**src/rtl/program_loader.sv**
```systemverilog
// Streams a program image into processor memory, releases the processor from reset,
// lets it run for a fixed number of cycles and captures its result byte.
module program_loader #(
  parameter int unsigned ADDR_W     = 8,
  parameter int unsigned RUN_CYCLES = 20
) (
  input  logic              clk_i,
  input  logic              rst_ni,
  input  logic              s_valid_i,
  input  logic [7:0]        s_data_i,
  input  logic              s_last_i,
  output logic              s_ready_o,
  output logic              mem_we_o,
  output logic [ADDR_W-1:0] mem_addr_o,
  output logic [7:0]        mem_wdata_o,
  output logic              cpu_reset_o,
  input  logic [7:0]        cpu_result_i,
  output logic [7:0]        result_o,
  output logic              done_o,
  output logic              overflow_o
);

  localparam int unsigned     CntW    = $clog2(RUN_CYCLES + 1);
  localparam logic [CntW-1:0] CntLast = CntW'(RUN_CYCLES - 1);
  localparam logic [ADDR_W-1:0] PtrMax = '1;

  typedef enum logic [1:0] {StLoad, StRelease, StRun, StDone} state_e;

  state_e            state_q, state_d;
  logic [ADDR_W-1:0] ptr_q, ptr_d;
  logic [CntW-1:0]   cnt_q, cnt_d;
  logic [7:0]        result_q, result_d;
  logic              overflow_q, overflow_d;

  logic load_active;
  logic accept;
  logic at_max;

  // Reset gates the handshake combinationally so nothing is written while it is held.
  assign load_active = (state_q == StLoad) && rst_ni;
  assign accept      = load_active && s_valid_i;
  assign at_max      = (ptr_q == PtrMax);

  always_ff @(posedge clk_i) begin
    if (!rst_ni) begin
      state_q    <= StLoad;
      ptr_q      <= '0;
      cnt_q      <= '0;
      result_q   <= '0;
      overflow_q <= 1'b0;
    end else begin
      state_q    <= state_d;
      ptr_q      <= ptr_d;
      cnt_q      <= cnt_d;
      result_q   <= result_d;
      overflow_q <= overflow_d;
    end
  end

  always_comb begin
    state_d    = state_q;
    ptr_d      = ptr_q;
    cnt_d      = cnt_q;
    result_d   = result_q;
    overflow_d = overflow_q;
    unique case (state_q)
      StLoad: begin
        if (accept) begin
          // Pointer saturates at the top address; a full memory ends the load.
          if (!at_max) begin
            ptr_d = ptr_q + 1'b1;
          end
          if (s_last_i) begin
            state_d = StRelease;
          end else if (at_max) begin
            overflow_d = 1'b1;
            state_d    = StRelease;
          end
        end
      end
      StRelease: begin
        cnt_d   = '0;
        state_d = StRun;
      end
      StRun: begin
        cnt_d = cnt_q + 1'b1;
        if (cnt_q == CntLast) begin
          result_d = cpu_result_i;
          state_d  = StDone;
        end
      end
      StDone: begin
        state_d = StDone;
      end
      default: begin
        state_d = StLoad;
      end
    endcase
  end

  always_comb begin
    s_ready_o   = load_active;
    mem_we_o    = accept;
    mem_addr_o  = ptr_q;
    mem_wdata_o = s_data_i;
    cpu_reset_o = 1'b0;
    done_o      = 1'b0;
    unique case (state_q)
      StLoad:    cpu_reset_o = 1'b1;
      StRelease: cpu_reset_o = 1'b0;
      StRun:     cpu_reset_o = 1'b0;
      StDone:    done_o      = 1'b1;
      default:   cpu_reset_o = 1'b1;
    endcase
  end

  assign result_o   = result_q;
  assign overflow_o = overflow_q;

endmodule

```
**config.mk**
```make
export PLATFORM = sky130hd
export DESIGN_NAME = program_loader
export DESIGN_NICKNAME = d
export VERILOG_FILES = /design/src/rtl/program_loader.sv
export SDC_FILE = /design/constraint.sdc
export NUM_CORES = 1
export LEC_CHECK = 0
export ABC_AREA = 1
export BUFFER_PORTS_ARGS = -buffer_cell sky130_fd_sc_hd__buf_2
export CORE_MARGIN = 8
export CORE_UTILIZATION = 51
export DETAILED_ROUTE_END_ITERATION = 16
export PLACE_DENSITY = 0.83
export SLEW_MARGIN = 10
export SYNTH_ARGS = -nofsm -noshare
export SYNTH_HDL_FRONTEND = slang
export SYNTH_SLANG_ARGS = --single-unit
```
**constraint.sdc**
```tcl
create_clock -name clk_i -period 3.3 [get_ports clk_i]
set_input_delay 0.99 -clock clk_i [delete_from_list [all_inputs] [get_ports clk_i]]
set_output_delay 0.99 -clock clk_i [all_outputs]
set_load 0.01 [all_outputs]
```
Yosys cells after proc, flatten, opt, wreduce, memory -nomap -nowiden
Cells that the tools add are included.

$add $sub $neg: 2. Equality and inequality tests: 8. Muxes and demuxes: 8. Bitwise logic cells: 2. Reductions and logical operators: 8.

Operators by type and width (count): $pmux W5 S2 (1); $add A8 B1 Y8 const B (1); $eq A8 B8 Y1 const B (1); $mux W2 (4); $pmux W2 S4 (1); $reduce_and A3 Y1 (2); $add A5 B1 Y5 const B (1); $eq A5 B5 Y1 const B (1); $eq A2 B2 Y1 const B (2); $ne A2 B2 Y1 const B (2); $reduce_and A4 Y1 (1); $ne A3 B3 Y1 const B (1); $eq A2 B1 Y1 const B (1); $logic_and A1 B1 Y1 (2); $logic_not A2 Y1 (1); $mux W1 (2); $not A1 Y1 (2); $reduce_and A2 Y1 (1); $reduce_bool A2 Y1 (1).

Register bits after elaboration: 24. Input port bits: 20. Output and inout port bits: 29. Logic and storage cells: 33.

Longest topological paths before layout
Depth after elaboration: 5. Gate-level depth with buffers: 8. Mapped depth without buffers: 8.

Worst setup path after synthesis
Ideal clock, no wire load.

Kind: input to output. Start: in rst_ni. End: out mem_we_o. Data arrival time: 1.355 ns. Slack: 0.955 ns. Stages on the path: 3. Cells stage by stage: buf_4 -> nand2_2 -> nor2_4.

Word-level cells in the longest chain between the ends: 2.

RTL lines: from (decl) (line 8) `input logic rst_ni,`; $logic_and A1 B1 Y1 (line 40) `assign load_active = (state_q == StLoad) && rst_ni;`; $logic_and A1 B1 Y1 (line 41) `assign accept = load_active && s_valid_i;`; to (decl) (line 13) `output logic mem_we_o,`.

No other way between the ends.

Worst setup path after layout
Same ends and word-level chain as after synthesis.

==> summary.txt <==
outcome = complete, no violations
Synth area leader = dfxtp_1
max_cap viols = 0
initial antenna violation count = 0
Max Fclk = 0.4051 GHz
startpoint types = input pin
mux contribution to synthesized area = 0
pwr dens = 502.0 mW/mm2
ANT nets after route = 0
maximum vdd drop = 0.3041 mV
hold_buf cts = 0
first-pass GRT wire length = 4333 um
Placed Instances = 220
xor/xnor share of the synthesized area = 0.02108
final hold vios = 0
post-DP HPWL = 2076 um
final setup TNS = 0 ns
Area growth, synth to finish = 13.05%
Synth Area in Adders = 0.07028
RSZ-0062 raised after global routing = no
mean post-synth cell area = 7.418 um2
diodes inserted = 0
CTS tree = done
total gr overflow = 0
pre-CTS setup slack = 0.8294 ns
Yosys cell types = 23
post-cts sizing count = 0
worst slew pin tran = 0.5267 ns
DR vias = 1096
final cell count without fillers = 224
I/O Buffers = 32
GP Congestion = 0.8381
Worst-Skew Late Latency = 0.32 ns
Post-Route Skew = 0.01697 ns
Tot GR Track Use = 0.1258
Slew Limit Headroom = 0.6452
post-synth top area share = 0.3855
CTS sink cnt = 24
number of global-route vias before repair = 1028
dominant cells by area after synthesis = dfxtp_1 (39%), inv_1 (7.5%), a21oi_1 (7.2%)
H-tree lvl count = 1
initial DRC count = 35
I/O pins = 49
HP Class = flop to flop
Setup crit end kind = output port
Crit. Startpoint = rst_ni
core area = 0.002387 mm2
Warnings, synthesis = 0
worst r2r src = state_q[0]
Syn Nets = 195
CTS clk-pin slew, worst paths = 0.11 ns
mapped cell area = 0.001246 mm2
Data arrival, critical path = 1.48 ns
row cnt = 18
Area after DPL = 0.001373 mm2
largest net degree at the start of global routing = 19
crit path time final = 2.468 ns
LEAKAGE = 0.6651 nW
WL final = 2562 um
die width = 65.43 um
Syn Inst Count = 168
clk buf depth = 2
DR WL/cell = 11.44 um
1st-pass router iterations = 4
Residual DRC = 0
total clock buffers created by CTS = 3
Setup WS post-layout = 0.8317 ns
Finish-stage setup viols = 0
post-CTS setup buffers = 0
Total Nets Final = 222
layout cells sized above 1 = 0.2371
CP max FO = 4
Die ar. = 0.004281 mm2
min-delay src = result_o[2]
largest family of logic cells by synthesized area = simple AND/OR/NAND/NOR gates
critical path class = input pin to output port
Final Core Density = 0.5901
Synth Area in Simple Gates = 0.2430
CTS Root Cell = clkbuf_4
Max Slew Vio Count = 0
crit share post-route = 0.7480
required time of the critical path = 2.31 ns
Reg2Reg Setup Slack = 1.68 ns
via/cell ratio = 4.893
post-synthesis compound-gate area fraction = 0.1386
Initial Util = 0.5220
Die Y = 65.43 um
Synth Register Bits = 24
sequential fraction of the synthesis area = 0.3855
final design area excluding fillers = 0.001409 mm2
-- cells by family (layout without fill, tap and decap cells) --
family | Yosys count | after routing
and+or+nand+nor | 63 | 63
adders and majority gates | 7 | 7
DFF | 24 | 24
AOI/OAI and AO/OA | 34 | 34
xor gates and xnor gates | 3 | 3
buffers and inverters | 37 | 63
-- cell usage after synthesis (all sizes together) --
master and number:
ha 7, a21oi 18, clkbuf 1, xor2 2
nor3 5, dfxtp 24, nor3b 1, nor2 20
nand3 6, nand3b 1, inv 26, xnor2 1
buf 10, a31oi 2, nand4 2, nand2 28
o21ai 14
-- cells in the final DEF (no fill, tap or decap), drive strengths merged --
master / n
nand4: 2
nor3b: 1
clkbuf: 4
nor2: 20
inv: 26
dfxtp: 24
nand3: 6
nand2: 28
nand3b: 1
ha: 7
a21oi: 18
xor2: 2
xnor2: 1
buf: 33
nor3: 5
a31oi: 2
o21ai: 14
-- path summary, 6_finish.rpt --
path / cells after the start / to
max reg2reg: 5 / cnt_q[3]
min: 2 / result_o[2]
min reg2reg: 2 / result_o[2]
max: 4 / mem_we_o
-- worst max-delay path, cell delays in order --
cell     delay, ns
buf_2         0.11
nand2_2       0.08
nor2_4        0.14
buf_2         0.16
-- cell type report --
cell class	instances	area [um2]
Clock buffer	4	36.28
Fill cell	251	978.4
Inverter	26	97.59
Multi-Input combinational cell	107	589.3
Sequential cell	24	480.5
Tap cell	30	37.54
Timing Repair Buffer	33	167.7
-- metrics by stage --
stage	hold WS (ns)	power [W]
after floorplan	0.4671	0.0005164
after global placement	0.4297	0.0005605
after detailed placement	0.4318	0.0005645
after CTS	0.4502	0.0007178
after global routing	0.4708	0.0007703
final	0.4459	0.0007072
-- layer usage --
metal / track usage / share of wire / up-vias
li1: - / - / 579
met1: 0.1234 / 0.39 / 489
met2: 0.2214 / 0.53 / 22
met3: 0.06293 / 0.071 / 6
met4: 0.04905 / 0.011 / 0
met5: 0 / 0 / -
-- flip-flops by register name, summed over array words and instances (netlist names) --
signal / flops
mem_addr_o: 8
result_o: 8
cnt_q: 5
state_q: 2
overflow_o: 1
-- power by group --
group / internal, W / switching, W
Combinational: 0.0000846 / 0.000137
Sequential: 0.000312 / 0.0000224
Clock: 0.0000675 / 0.0000845
Note: power is estimated with default switching activity, not from simulation.
